[src/rtl/cpu_lsu_pkg.sv]
// cpu_lsu_pkg: shared types and helpers for the load/store unit.
//   mem_op_t    - memory op encoding carried on req_op (OPW bits)
//   EXC_*       - exception codes driven on except_code
//   sb_entry_t  - one store-buffer entry {word addr, byte enables, lane data}
//   lane_be / misaligned / st_data / ld_data - little-endian lane helpers,
//   MIPS rules for the unaligned LWL/LWR/SWL/SWR family.
package cpu_lsu_pkg;

  localparam int OPW        = 4;
  localparam int LSU_AW_MAX = 32;  // widest ADDR_WIDTH the entry format holds

  typedef enum logic [OPW-1:0] {
    OP_LB, OP_LBU, OP_LH, OP_LHU, OP_LW, OP_LWL, OP_LWR, OP_LL,
    OP_SB, OP_SH, OP_SW, OP_SWL, OP_SWR, OP_SC
  } mem_op_t;

  localparam logic [4:0] EXC_ADEL = 5'd4;
  localparam logic [4:0] EXC_ADES = 5'd5;
  localparam logic [4:0] EXC_DBE  = 5'd7;

  typedef struct packed {
    logic [LSU_AW_MAX-1:0] addr;  // word aligned
    logic [3:0]            be;
    logic [31:0]           data;  // already lane positioned
  } sb_entry_t;

  function automatic logic is_store(mem_op_t op);
    return op inside {OP_SB, OP_SH, OP_SW, OP_SWL, OP_SWR, OP_SC};
  endfunction

  function automatic logic misaligned(mem_op_t op, logic [1:0] a);
    case (op)
      OP_LH, OP_LHU, OP_SH:        return a[0];
      OP_LW, OP_LL, OP_SW, OP_SC:  return |a;
      default:                     return 1'b0;
    endcase
  endfunction

  function automatic logic [3:0] lane_be(mem_op_t op, logic [1:0] a);
    case (op)
      OP_LB, OP_LBU, OP_SB: return 4'b0001 << a;
      OP_LH, OP_LHU, OP_SH: return a[1] ? 4'b1100 : 4'b0011;
      OP_LWL, OP_SWL:       return 4'b1111 >> (2'd3 - a);  // bytes 0..a
      OP_LWR, OP_SWR:       return 4'b1111 << a;           // bytes a..3
      default:              return 4'b1111;
    endcase
  endfunction

  function automatic logic [31:0] st_data(mem_op_t op, logic [1:0] a, logic [31:0] rt);
    case (op)
      OP_SB:   return {4{rt[7:0]}};
      OP_SH:   return {2{rt[15:0]}};
      OP_SWL:  return rt >> {2'd3 - a, 3'b000};  // upper rt bytes to low lanes
      OP_SWR:  return rt << {a, 3'b000};         // low rt bytes to high lanes
      default: return rt;
    endcase
  endfunction

  // rd is the full bus word; old is rt for the partial-word merges
  function automatic logic [31:0] ld_data(mem_op_t op, logic [1:0] a,
                                          logic [31:0] rd, logic [31:0] old);
    logic [31:0] sh;
    logic [31:0] msk;
    sh = rd >> {a, 3'b000};
    case (op)
      OP_LB:  return {{24{sh[7]}}, sh[7:0]};
      OP_LBU: return {24'b0, sh[7:0]};
      OP_LH:  return {{16{sh[15]}}, sh[15:0]};
      OP_LHU: return {16'b0, sh[15:0]};
      OP_LWL: begin
        msk = 32'hFFFF_FFFF << {2'd3 - a, 3'b000};
        return (rd << {2'd3 - a, 3'b000}) | (old & ~msk);
      end
      OP_LWR: begin
        msk = 32'hFFFF_FFFF >> {a, 3'b000};
        return sh | (old & ~msk);
      end
      default: return rd;
    endcase
  endfunction

endpackage

[src/rtl/lsu_store_buffer.sv]
// lsu_store_buffer: DEPTH-entry FIFO of posted stores (DEPTH power of 2, >=2).
//   push/push_data - enqueue (caller guarantees !full or same-cycle pop)
//   pop            - dequeue head
//   full/empty     - occupancy flags
//   head           - oldest entry (valid when !empty)
//   youngest       - most recently pushed entry (valid when !empty)
module lsu_store_buffer
  import cpu_lsu_pkg::*;
#(
  parameter int DEPTH = 4
) (
  input  logic      clk,
  input  logic      rst,
  input  logic      push,
  input  sb_entry_t push_data,
  input  logic      pop,
  output logic      full,
  output logic      empty,
  output sb_entry_t head,
  output sb_entry_t youngest
);

  localparam int PW = $clog2(DEPTH);
  localparam logic [PW:0] FULL_CNT = (PW+1)'(DEPTH);

  sb_entry_t     mem [DEPTH];
  logic [PW-1:0] wr_ptr, rd_ptr;
  logic [PW:0]   cnt;

  always_ff @(posedge clk) begin
    if (rst) begin
      wr_ptr <= '0;
      rd_ptr <= '0;
      cnt    <= '0;
    end else begin
      if (push) wr_ptr <= wr_ptr + 1'b1;
      if (pop)  rd_ptr <= rd_ptr + 1'b1;
      cnt <= cnt + {{PW{1'b0}}, push} - {{PW{1'b0}}, pop};
    end
  end

  always_ff @(posedge clk) begin
    if (push) mem[wr_ptr] <= push_data;
  end

  assign full     = (cnt == FULL_CNT);
  assign empty    = (cnt == '0);
  assign head     = mem[rd_ptr];
  assign youngest = mem[wr_ptr - 1'b1];

endmodule

[src/rtl/cpu_mem_lsu.sv]
// cpu_mem_lsu: sequential load/store unit between EX/MEM and the data bus.
//   req_*      - op from EX/MEM, consumed when req_valid & req_ready
//   flush      - kill in-flight load; llbit_clear - drop LL/SC link
//   wb_*       - registered one-cycle write-back pulse
//   except_*   - registered AdEL/AdES/DBE pulse with faulting address
//   bus_*      - single-outstanding word bus; posted stores drain from the
//                store buffer, loads wait for the buffer to empty.
// Optional: define STORE_FORWARD_EN to serve loads fully covered by the
// youngest buffered store directly from the buffer.
module cpu_mem_lsu
  import cpu_lsu_pkg::*;
#(
  parameter int SB_DEPTH   = 4,
  parameter int ADDR_WIDTH = 32,
  parameter int LD_TIMEOUT = 255
) (
  input  logic                  clk,
  input  logic                  rst,
  input  logic                  req_valid,
  output logic                  req_ready,
  input  logic [OPW-1:0]        req_op,
  input  logic [ADDR_WIDTH-1:0] req_addr,
  input  logic [31:0]           req_wdata,
  input  logic [4:0]            req_waddr,
  input  logic                  flush,
  input  logic                  llbit_clear,
  output logic                  wb_valid,
  output logic [4:0]            wb_waddr,
  output logic [31:0]           wb_wdata,
  output logic                  stall,
  output logic                  except_occur,
  output logic [4:0]            except_code,
  output logic [ADDR_WIDTH-1:0] except_badvaddr,
  output logic                  bus_req,
  input  logic                  bus_gnt,
  output logic                  bus_we,
  output logic [ADDR_WIDTH-1:0] bus_addr,
  output logic [3:0]            bus_be,
  output logic [31:0]           bus_wdata,
  input  logic                  bus_rvalid,
  input  logic [31:0]           bus_rdata
);

  typedef enum logic [2:0] {S_IDLE, S_DRAIN, S_LD_REQ, S_LD_WAIT, S_FLUSHED} state_t;
  localparam int TW = $clog2(LD_TIMEOUT + 1);

  state_t                st_q, st_d;
  mem_op_t               op, ld_op;
  logic [ADDR_WIDTH-1:0] ld_addr;
  logic [31:0]           ld_old;
  logic [4:0]            ld_waddr;
  logic [TW-1:0]         tcnt;
  logic                  llbit;
  logic                  sb_full, sb_empty, sb_push, sb_pop, drain_ok;
  sb_entry_t             sb_in, sb_head, sb_young;
  logic                  is_st, misal, fwd_hit, timed_out;
  logic                  ld_start, ld_done, ld_to, sc_resp, fwd_done;
  logic [3:0]            req_be;

  assign op        = mem_op_t'(req_op);
  assign is_st     = is_store(op);
  assign misal     = misaligned(op, req_addr[1:0]);
  assign req_be    = lane_be(op, req_addr[1:0]);
  assign timed_out = (tcnt == TW'(LD_TIMEOUT - 1));

`ifdef STORE_FORWARD_EN
  // youngest entry wins over older ones, so it alone decides coverage
  assign fwd_hit = ~is_st & ~sb_empty &
                   (sb_young.addr[ADDR_WIDTH-1:2] == req_addr[ADDR_WIDTH-1:2]) &
                   ((req_be & ~sb_young.be) == 4'b0000);
`else
  logic unused_young;
  assign unused_young = ^{sb_young.addr, sb_young.be};
  assign fwd_hit = 1'b0;
`endif

  assign sb_in.addr = LSU_AW_MAX'({req_addr[ADDR_WIDTH-1:2], 2'b00});
  assign sb_in.be   = req_be;
  assign sb_in.data = st_data(op, req_addr[1:0], req_wdata);

  // stores drain whenever the bus is not owned by a load
  assign drain_ok = ~sb_empty & (st_q != S_LD_REQ) & (st_q != S_LD_WAIT);
  assign sb_pop   = drain_ok & bus_gnt;

  lsu_store_buffer #(.DEPTH(SB_DEPTH)) u_sb (
    .clk      (clk),
    .rst      (rst),
    .push     (sb_push),
    .push_data(sb_in),
    .pop      (sb_pop),
    .full     (sb_full),
    .empty    (sb_empty),
    .head     (sb_head),
    .youngest (sb_young)
  );

  always_comb begin
    st_d      = st_q;
    req_ready = 1'b0;
    sb_push   = 1'b0;
    ld_start  = 1'b0;
    ld_done   = 1'b0;
    ld_to     = 1'b0;
    sc_resp   = 1'b0;
    fwd_done  = 1'b0;
    case (st_q)
      S_IDLE: if (req_valid) begin
        if (misal) req_ready = 1'b1;
        else if (is_st) begin
          if (op == OP_SC && !llbit) begin
            req_ready = 1'b1;
            sc_resp   = 1'b1;
          end else if (!sb_full || sb_pop) begin
            req_ready = 1'b1;
            sb_push   = 1'b1;
            sc_resp   = (op == OP_SC);
          end
        end else if (fwd_hit) begin
          req_ready = 1'b1;
          fwd_done  = 1'b1;
        end else begin
          // load stays on req_* (stalled) until its data returns
          ld_start = 1'b1;
          st_d     = sb_empty ? S_LD_REQ : S_DRAIN;
        end
      end
      S_DRAIN:  if (flush) st_d = S_IDLE;
                else if (sb_empty) st_d = S_LD_REQ;
      // a granted request will still return data, so it must be swallowed
      S_LD_REQ: if (flush) st_d = bus_gnt ? S_FLUSHED : S_IDLE;
                else if (bus_gnt) st_d = S_LD_WAIT;
      S_LD_WAIT: begin
        if (flush) st_d = bus_rvalid ? S_IDLE : S_FLUSHED;
        else if (bus_rvalid) begin
          ld_done   = 1'b1;
          req_ready = 1'b1;
          st_d      = S_IDLE;
        end else if (timed_out) begin
          ld_to     = 1'b1;
          req_ready = 1'b1;
          st_d      = S_IDLE;
        end
      end
      S_FLUSHED: if (bus_rvalid || timed_out) st_d = S_IDLE;
      default:   st_d = S_IDLE;
    endcase
  end

  assign stall = req_valid & ~req_ready;

  always_comb begin
    bus_req   = 1'b0;
    bus_we    = 1'b0;
    bus_addr  = '0;
    bus_be    = 4'b0000;
    bus_wdata = 32'b0;
    if (st_q == S_LD_REQ) begin
      bus_req  = 1'b1;
      bus_addr = {ld_addr[ADDR_WIDTH-1:2], 2'b00};
      bus_be   = lane_be(ld_op, ld_addr[1:0]);
    end else if (drain_ok) begin
      bus_req   = 1'b1;
      bus_we    = 1'b1;
      bus_addr  = sb_head.addr[ADDR_WIDTH-1:0];
      bus_be    = sb_head.be;
      bus_wdata = sb_head.data;
    end
  end

  always_ff @(posedge clk) begin
    if (rst) begin
      st_q            <= S_IDLE;
      ld_op           <= OP_LB;
      ld_addr         <= '0;
      ld_old          <= '0;
      ld_waddr        <= '0;
      tcnt            <= '0;
      llbit           <= 1'b0;
      wb_valid        <= 1'b0;
      wb_waddr        <= '0;
      wb_wdata        <= '0;
      except_occur    <= 1'b0;
      except_code     <= '0;
      except_badvaddr <= '0;
    end else begin
      st_q         <= st_d;
      wb_valid     <= 1'b0;
      except_occur <= 1'b0;
      if (ld_start) begin
        ld_op    <= op;
        ld_addr  <= req_addr;
        ld_old   <= req_wdata;
        ld_waddr <= req_waddr;
      end
      if (st_q == S_LD_WAIT || st_q == S_FLUSHED) tcnt <= tcnt + 1'b1;
      else tcnt <= '0;
      if (st_q == S_IDLE && req_valid && misal) begin
        except_occur    <= 1'b1;
        except_code     <= is_st ? EXC_ADES : EXC_ADEL;
        except_badvaddr <= req_addr;
      end
      if (ld_to) begin
        except_occur    <= 1'b1;
        except_code     <= EXC_DBE;
        except_badvaddr <= ld_addr;
      end
      if (sc_resp) begin
        wb_valid <= 1'b1;
        wb_waddr <= req_waddr;
        wb_wdata <= {31'b0, llbit};
      end
      if (fwd_done) begin
        wb_valid <= 1'b1;
        wb_waddr <= req_waddr;
        wb_wdata <= ld_data(op, req_addr[1:0], sb_young.data, req_wdata);
      end
      if (ld_done) begin
        wb_valid <= 1'b1;
        wb_waddr <= ld_waddr;
        wb_wdata <= ld_data(ld_op, ld_addr[1:0], bus_rdata, ld_old);
      end
      if (llbit_clear) llbit <= 1'b0;
      else if ((ld_done && ld_op == OP_LL) || (fwd_done && op == OP_LL)) llbit <= 1'b1;
      else if (st_q == S_IDLE && req_valid && req_ready && op == OP_SC) llbit <= 1'b0;
    end
  end

endmodule

[config.mk]
export PLATFORM = sky130hd
export DESIGN_NAME = cpu_mem_lsu
export DESIGN_NICKNAME = d
export VERILOG_FILES = /design/src/rtl/cpu_lsu_pkg.sv /design/src/rtl/lsu_store_buffer.sv /design/src/rtl/cpu_mem_lsu.sv
export SDC_FILE = /design/constraint.sdc
export NUM_CORES = 1
export LEC_CHECK = 0
export CAP_MARGIN = 20
export CORE_MARGIN = 2
export CORE_UTILIZATION = 30
export DETAILED_ROUTE_END_ITERATION = 16
export PLACE_DENSITY = 0.56
export SLEW_MARGIN = 20
export SYNTH_ARGS = -nofsm -noshare
export SYNTH_HDL_FRONTEND = slang
export SYNTH_SLANG_ARGS = --single-unit
[constraint.sdc]
create_clock -name clk -period 5.3 [get_ports clk]
set_clock_uncertainty 0.05 [all_clocks]
set_input_delay 0.53 -clock clk [delete_from_list [all_inputs] [get_ports clk]]
set_output_delay 0.53 -clock clk [all_outputs]
set_load 0.03 [all_outputs]
Word-level counts from Yosys, hierarchy flattened

Memories as Yosys holds them, arrays and structs flattened. A register that Yosys moved wholly into a read port is not among the register bits.
Cells that the tools add are included.

Add/sub/neg operators: 7
Multipliers: 0
Divide/modulo/power cells: 0
Magnitude comparators: 0
Equal/unequal tests: 38
Shift-type cells: 12
Multiplexer cells: 80
Bitwise logic cells: 13
Reduce and logical (&&, ||, !) cells: 32

Operator list:

| operator                                                              | number |
|---|---|
| 32-bit two-way mux                                                    | 8 |
| 32-bit one-hot mux with 6 select lines                                | 1 |
| 32-bit one-hot mux with 4 select lines                                | 1 |
| 32-bit AND                                                            | 2 |
| 32-bit inverter                                                       | 2 |
| 32-bit OR                                                             | 2 |
| 32-bit by 5-bit left shift with 32-bit output                         | 2 |
| 32-bit by 5-bit right shift with 32-bit output                        | 2 |
| 3-bit two-way mux                                                     | 15 |
| 1-bit two-way mux                                                     | 41 |
| 4-bit == test (second input constant)                                 | 10 |
| 4-bit one-hot mux with 4 select lines                                 | 2 |
| 32-bit by 5-bit left shift with 32-bit output (first input constant)  | 1 |
| 32-bit by 5-bit right shift with 32-bit output (first input constant) | 1 |
| 4-bit by 3-bit == test with 1-bit output (second input constant)      | 7 |
| 4-bit by 2-bit == test with 1-bit output (second input constant)      | 4 |
| 4-bit two-way mux                                                     | 4 |
| 3-bit one-hot mux with 5 select lines                                 | 1 |
| 2-bit OR reduction                                                    | 7 |
| 3-bit OR reduction                                                    | 4 |
| 5-bit two-way mux                                                     | 2 |
| 8-bit by 1-bit adder with 8-bit output (second input constant)        | 1 |
| 4-bit by 1-bit == test with 1-bit output (second input constant)      | 2 |
| 8-bit == test (second input constant)                                 | 1 |
| other kinds (27)                                                      | 59 |

Flip-flop bits (word level): 166
Latch bits: 0
Bits in writable memories: 264
Bits in read-only memories: 0
Input port bits: 112
Output and inout port bits: 148
Word-level logic and storage cells: 199
Memories kept: 1

Memory list:

| name     | depth | width | read ports | clocked after Yosys merged registers in | write ports | RTL line               | source |
|---|---|---|---|---|---|---|---|
| u_sb.mem | 4     | 66    | 1          | 1                                       | 1           | lsu_store_buffer.sv:26 | `sb_entry_t mem [DEPTH];` |

Longest topological paths before layout

Gate-level depths: netlist of run 1.

Depth after elaboration: 16
Gate-level depth with buffers: 11

Modules after synthesis

Synthesis of run 1 repeated with hierarchy kept, for this count alone.

Cell total of the unflattened synthesis: 1833
Area total of the unflattened synthesis: 22362.7 sq um

Modules (own cells, without submodules):

| module           | instances | cells an instance | area each (sq um) | seq. area each (sq um) |
|---|---|---|---|---|
| lsu_store_buffer | 1         | 482               | 11910.2           | 8348.0 |
| cpu_mem_lsu      | 1         | 1351              | 10452.5           | 3183.1 |

Worst setup path after synthesis of run 1

Ideal clock, no wire load.

Path type: in2reg
Start: input port req_addr[0]
End: memory u_sb.mem[0][0] (netlist name), enable pin
Setup time: 431 ps
Arrival: 3297 ps
Required time: 4819 ps
Path slack: 1522 ps
Stages on the path: 6
Path buffers: 1
Path through: buf_6 -> or4b_4 -> o221ai_2 -> o31ai_4 -> nor3_4 -> and2_1

Word-level cells in the longest chain between the ends: 7

Ends and longest elaborated chain:

| what                                        | RTL line               | source |
|---|---|---|
| start, declared                             | cpu_mem_lsu.sv:22      | `input logic [ADDR_WIDTH-1:0] req_addr,` |
| 2-bit OR reduction                          | cpu_lsu_pkg.sv:34      | `OP_LW, OP_LL, OP_SW, OP_SC: return \|a;` |
| 1-bit one-hot mux with 2 select lines (*)   | cpu_lsu_pkg.sv:32      | `case (op)` |
| 1-bit two-way mux (*)                       | cpu_mem_lsu.sv:108     | `if (misal) req_ready = 1'b1;` |
| 1-bit two-way mux (*)                       | cpu_mem_lsu.sv:107     | `S_IDLE: if (req_valid) begin` |
| 1-bit two-way mux (*)                       | cpu_mem_lsu.sv:106     | `case (st_q)` |
| named net sb_push                           | cpu_mem_lsu.sv:54      | `logic sb_full, sb_empty, sb_push, sb_pop, drain_ok;` |
| 1-bit two-way mux (*)                       | lsu_store_buffer.sv:43 | `if (push) mem[wr_ptr] <= push_data;` |
| 1-bit two-way mux (implied by the code) (*) | lsu_store_buffer.sv:43 |  |
| end, declared                               | lsu_store_buffer.sv:26 |  |

The timed path passes the listed nets; every way through them passes the cells marked *.

Worst setup path in the final report of run 1

Start: register st_q[1]
End: output port stall

Word-level cells in the longest chain between the ends: 13
Elaborated cells between the ends (all ways): 16

Ends and longest elaborated chain:

| what                                             | RTL line           | source |
|---|---|---|
| start, declared                                  | cpu_mem_lsu.sv:47  | `state_t st_q, st_d;` |
| start signal, assigned                           | cpu_mem_lsu.sv:186 | `st_q <= st_d;` |
| 3-bit by 2-bit inequality test with 1-bit output | cpu_mem_lsu.sv:82  | `assign drain_ok = ~sb_empty & (st_q != S_LD_REQ) & (st_q != S_LD_WAIT);` |
| 1-bit AND (2 in series)                          | cpu_mem_lsu.sv:82  |  |
| 1-bit AND                                        | cpu_mem_lsu.sv:83  | `assign sb_pop = drain_ok & bus_gnt;` |
| 1-bit logical OR                                 | cpu_mem_lsu.sv:113 | `end else if (!sb_full \|\| sb_pop) begin` |
| 1-bit two-way mux                                | cpu_mem_lsu.sv:113 |  |
| 1-bit two-way mux                                | cpu_mem_lsu.sv:110 | `if (op == OP_SC && !llbit) begin` |
| 1-bit two-way mux                                | cpu_mem_lsu.sv:109 | `else if (is_st) begin` |
| 1-bit two-way mux                                | cpu_mem_lsu.sv:108 |  |
| 1-bit two-way mux                                | cpu_mem_lsu.sv:107 |  |
| 1-bit one-hot mux with 2 select lines (*)        | cpu_mem_lsu.sv:106 |  |
| 1-bit inverter (*)                               | cpu_mem_lsu.sv:149 | `assign stall = req_valid & ~req_ready;` |
| 1-bit AND (*)                                    | cpu_mem_lsu.sv:149 |  |
| end, declared                                    | cpu_mem_lsu.sv:30  | `output logic stall,` |

Mark *: on every way between the ends. The rest lies on a longest branch, timed or not.

==> run summary, run 1 <==
status - complete, no violations
Arr. time, crit path - 3550 ps
via/cell ratio - 5.25
clk slew on worst S/H paths - 60 ps
total setup buffers inserted after CTS - 0
post-synthesis sequential area ratio - 57.0%
Syn Std Cell Area - 19800 µm²
asr flop ratio synth - 0%
synthesized area per cell - 11.9 µm²
YS warnings - 0
die area - 68100 µm²
clk buf depth - 3
row count - 94
DR pass1 iterations - 5
IO Count - 260
worst hold slack - 232 ps
ratio of cells with drive above 1 in the final layout - 11.9%
DR iter-0 viols - 1249
Max-Cap Viols - 0
grt total ovfl - 0
most frequent cells in the layout - edfxtp_1, clkdlybuf4s50_1, nand2_1, dfxtp_1, a21oi_1
cts bufs inserted - 48
gr usage total - 17.3%
DP HPWL - 41600 µm
Starting Density - 30.2%
clock latency on the worst-skew pair - 580 ps
Worst Tran Pin Value - 1060 ps
DR WL/cell - 21.8 µm
count of cell types in the netlist - 74
Pins Over Slew Limit - 0
Nets - 1983
Clock Sinks - 432
DRC - 0
Core Area - 65600 µm²
DIE WIDTH - 261 µm
Req. time, crit path - 4720 ps
die height - 261 µm
WL final - 60400 µm
Setup TNS Final - 0 ps
Setup crit end kind - output pin
Critical Path Start Type - flip-flop
Port Buffer Count - 255
unrepaired setup endpoints after global routing - false
Placed Instances - 2675
Final period util - 78.0%
initial antenna violation count - 5
share of the synthesized area in the top cell type - 40.0%
P&R area growth vs syn - 25.1%
WS Path Type - flip-flop to output pin
largest net degree at the start of global routing - 79
first-pass GRT wire length - 89600 µm
via count - 14500
Final Total Pwr - 11.1 mW
Post-synth EDFFs - 264
antenna-violating nets left - 0
largest area contributor in the netlist - edfxtp_1
fin crit period - 4130 ps
post-layout util - 37.8%
cts hold-fix bufs - 0
CTS tree - built
commonest non-fill, non-tap cell in the layout - edfxtp_1
Final Non-Filler Cells - 2768
CTS H-Tree Depth - 2
commonest register cell after synthesis - edfxtp_1
pwr dens - 446 nW/µm²
fmax - 242 MHz
Final Setup Violations - 0
static leakage - 8.45 nW
vias in the first global route - 14400
Resize count post-CTS - 0
Slew HR - 29.3%
worst vdd ir - 224 µV
Final Hold Fails - 0
worst-path fanout max - 34
Synth Register Bits - 432
synthesized netlist cell count - 1659
top cells by area, synth - edfxtp_1, dfxtp_1, mux4_2, nand2_1, mux2i_1
CTS root buf - clkbuf_16
Final Wtd Congestion - 0.929
Hold Crit Class - input port to flip-flop
## worst max-delay path, stage by stage (launching register included)
cell and delay, ps:
dfxtp_1 560, nand2b_1 90, buf_4 240, a2111oi_2 640
o21ai_0 170, nand3_1 120, nand3_1 270, nor2_1 180
clkdlybuf4s50_1 690
## through the flow
stage	area [µm²]	setup slack, ps
floorplan	19800	1520
global placement	23100	1280
detailed placement	23100	1180
CTS	24800	1110
global route	24800	856
finish	24800	1170
## routing by layer
layer	track usage, %	vias up	wire length (µm)
li1	-	6720	-
met1	23.4	7171	26300
met2	28.1	513	28500
met3	3.34	116	3870
met4	5.45	4	1700
met5	0	-	23
## path summary, 6_finish.rpt
path | start | cells past startpoint | slack (ps) | to
worst max-delay path | st_q[1] | 8 | 1170 | stall
worst min-delay path | req_addr[0] | 3 | 230 | ld_addr[0]
worst max register to register | u_sb.cnt[1] | 10 | 2310 | u_sb.cnt[2]
worst min register to register | wb_wdata[14] | 1 | 400 | wb_wdata[14]
## state kept, by name, indices dropped and copies added (netlist names), named ones only
register,cells
u_sb.wr_ptr,2
u_sb.cnt,3
ld_op,4
tcnt,8
except_occur,1
st_q,3
u_sb.rd_ptr,2
u_sb.mem,264
llbit,1
ld_addr,32
wb_wdata,32
wb_valid,1
except_badvaddr,32
ld_waddr,5
ld_old,32
except_code,3
wb_waddr,5
## final cells by class
type,count,area (µm²)
Antenna cell,2,5.00
Clock buffer,57,1260
Clock inverter,33,375
Timing Repair Buffer,285,2850
Fill cell,6278,40800
Multi-Input combinational cell,1075,7850
Sequential cell,432,11300
Tap cell,864,1080
Inverter,20,75.1
## cells in the mapped netlist, types with 27 or more instances
cell / n
edfxtp_1: 264
nand2_1: 229
dfxtp_1: 168
a21oi_1: 115
nor2_1: 99
clkbuf_1: 87
mux2i_1: 79
o21ai_0: 74
mux4_2: 66
a211oi_1: 54
a22o_1: 48
and3_1: 36
mux2_2: 29
o2bb2ai_1: 27
## report_power, final
part           switching (mW)  leakage, nW  internal, mW
combinational            2.12         3.91          1.52
clock                    1.39        0.791          2.04
sequential              0.203         3.75          3.78
total                    3.71         8.45          7.34
## cells by family after synthesis
logic type / Yosys count / synth area share [%]
adder cells (fa/ha/maj): 9 / 0.606
other: 1 / 0.0189
XOR/XNOR: 12 / 0.530
buffers and inverters: 155 / 3.64
AO/OA/AOI/OAI: 441 / 15.4
AND/OR/NAND/NOR: 435 / 9.72
multiplexers: 174 / 13.1
flip-flops: 432 / 57.0
Note: power is estimated with default switching activity, not from simulation.
==> inputs of run 2 (changes only) <==
==> constraint.sdc (replaced) <==
create_clock -name clk -period 4.1 [get_ports clk]
set_clock_uncertainty 0.05 [all_clocks]
set_input_delay 0.41 -clock clk [delete_from_list [all_inputs] [get_ports clk]]
set_output_delay 0.41 -clock clk [all_outputs]
set_load 0.03 [all_outputs]
==> run summary, run 2 (synthesis results as in run 1) <==
Reg with most FFs - u_sb.mem
Buf/Inv on CP - 2 (unchanged)
Critical Path Start Type - flip-flop
worst vdd ir - 349 µV (+56%)
met1 WL - 26200 µm (-0.37%)
Starting Density - 30.2% (unchanged)
Final Setup Violations - 0 (unchanged)
Final period util - 87.3%
worst hold slack - 112 ps (-120 ps)
clk slew on worst S/H paths - 60 ps (about the same)
Final Wtd Congestion - 0.907 (-2.4%)
grt total ovfl - 0 (unchanged)
cts hold-fix bufs - 0 (unchanged)
DR pass1 iterations - 6 (+1)
Worst Tran Pin Value - 1120 ps (+59.4 ps)
DR iter-0 viols - 1388 (+11%)
Setup crit end kind - output pin
first-pass GRT wire length - 89200 µm (-0.47%)
Core Area - 65600 µm² (unchanged)
hold path cells - 3 (unchanged)
vias in the first global route - 14100 (-1.5%)
Req. time, crit path - 3640 ps (-1080 ps)
Slew HR - 25.4% (-4.0 points)
static leakage - 8.51 nW (+0.76%)
row count - 94 (unchanged)
slowest stage delay, CP - 670 ps (-20 ps)
Nets - 1999 (+0.81%)
pwr dens - 571 nW/µm² (+28%)
Max-Cap Viols - 0 (unchanged)
DP HPWL - 41900 µm (+0.69%)
fin crit period - 3580 ps
CTS root buf - clkbuf_16
die height - 261 µm (unchanged)
worst reg2reg path depth - 10 (unchanged)
post-layout util - 37.9% (+0.12 points)
DR WL/cell - 21.8 µm (about the same)
worst-path fanout max - 21 (-38%)
unrepaired setup endpoints after global routing - false
DR WL met2 - 28300 µm (-0.83%)
Clock Sinks - 432 (unchanged)
ratio of cells with drive above 1 in the final layout - 12.7% (+0.79 points)
antenna-violating nets left - 0 (unchanged)
status - complete, no violations
max reg flops - 264 (unchanged)
met3 routed WL - 4250 µm (+9.7%)
Pins Over Slew Limit - 0 (unchanged)
total setup buffers inserted after CTS - 0 (unchanged)
IO Count - 260 (unchanged)
Highest Signal Layer - met5
gr usage total - 17.3% (-0.021 points)
die area - 68100 µm² (unchanged)
clock latency on the worst-skew pair - 610 ps (+30 ps)
CP cell instances - buf_4 > mux4_2 > a22o_1 > clkdlybuf4s50_1
Top delay family on crit path - buffers and inverters
P&R area growth vs syn - 25.5%
commonest non-fill, non-tap cell in the layout - edfxtp_1
Port Buffer Count - 255 (unchanged)
critical path depth - 4 (-4)
CP max-delay cell - dfxtp_4
CTS tree - built
WL final - 60800 µm (+0.59%)
cts bufs inserted - 48 (unchanged)
via/cell ratio - 5.27 (+0.45%)
Resize count post-CTS - 0 (unchanged)
DRC - 0 (unchanged)
DIE WIDTH - 261 µm (unchanged)
CTS H-Tree Depth - 2 (unchanged)
Hold Crit Class - input port to flip-flop
fmax - 279 MHz
initial antenna violation count - 6 (+1)
clk buf depth - 3 (unchanged)
Setup TNS Final - 0 ps (unchanged)
Final Hold Fails - 0 (unchanged)
most frequent cells in the layout - edfxtp_1, clkdlybuf4s50_1, nand2_1, dfxtp_1, a21oi_1
Arr. time, crit path - 3120 ps (-430 ps)
largest net degree at the start of global routing - 69 (-13%)
WS Path Type - flip-flop to output pin
via count - 14700 (+1.0%)
-- run 2: cell types whose count changed in the layout (fill, tap and decap cells not counted), moves of 2 or more --
cell	before	now
buf_12	5	7
clkinv_4	2	0
bufinv_16	7	3
buf_4	25	42
clkbuf_1	8	15
clkinv_1	13	5
clkbuf_8	0	6
clkdlybuf4s50_1	253	251
clkinv_2	9	7
clkinv_16	1	3
-- run 2: per-layer routing --
layer	up-vias	global-route usage, %
met5	-	0
met1	7201	23.2
met4	8	5.90
met3	127	3.39
met2	598	28.0
li1	6735	-
-- run 2: metrics by stage --
| stage | area, µm² | instances | setup slack (ps) | total power, mW |
|---|---|---|---|---|
| final | 24900 | 2783 | 519 | 14.2 |
| after global routing | 24900 | 2782 | 295 | 14.8 |
| after CTS | 24900 | 2782 | 410 | 14.4 |
| after detailed placement | 23300 | 2692 | 613 | 10.1 |
| after global placement | 23300 | 2692 | 683 | 10.0 |
| after floorplan | 19800 | 1662 | 442 | 8.15 |
-- run 2: final cells by class --
| type | count | area, µm² |
|---|---|---|
| well taps | 864 | 1080 |
| clock inverters | 20 | 255 |
| flip-flops and latches | 432 | 11300 |
| diodes | 1 | 2.50 |
| repair buffers | 301 | 2970 |
| fillers | 6364 | 40800 |
| multi-input cells | 1075 | 7850 |
| clock buffers | 70 | 1350 |
| inverters | 20 | 75.1 |
-- run 2: worst min-delay path, stage by stage --
cell	delay [ps]
buf_2	180
nand2_1	80
a21oi_1	50
-- run 2: worst paths after layout --
check,start,end,slack [ps]
worst max-delay path,flip-flop,bus_addr[30],520
worst min-delay path,req_addr[0],ld_addr[0],110
worst max register to register,st_q[0],u_sb.cnt[2],1290
worst min register to register,wb_wdata[10],wb_wdata[10],400
-- run 2: where the power goes --
part	leakage [nW]	switching (mW)	total, mW	internal (mW)
combinational	4.00	2.79	4.79	2.00
sequential	3.75	0.250	5.13	4.88
clock	0.770	1.80	4.29	2.50
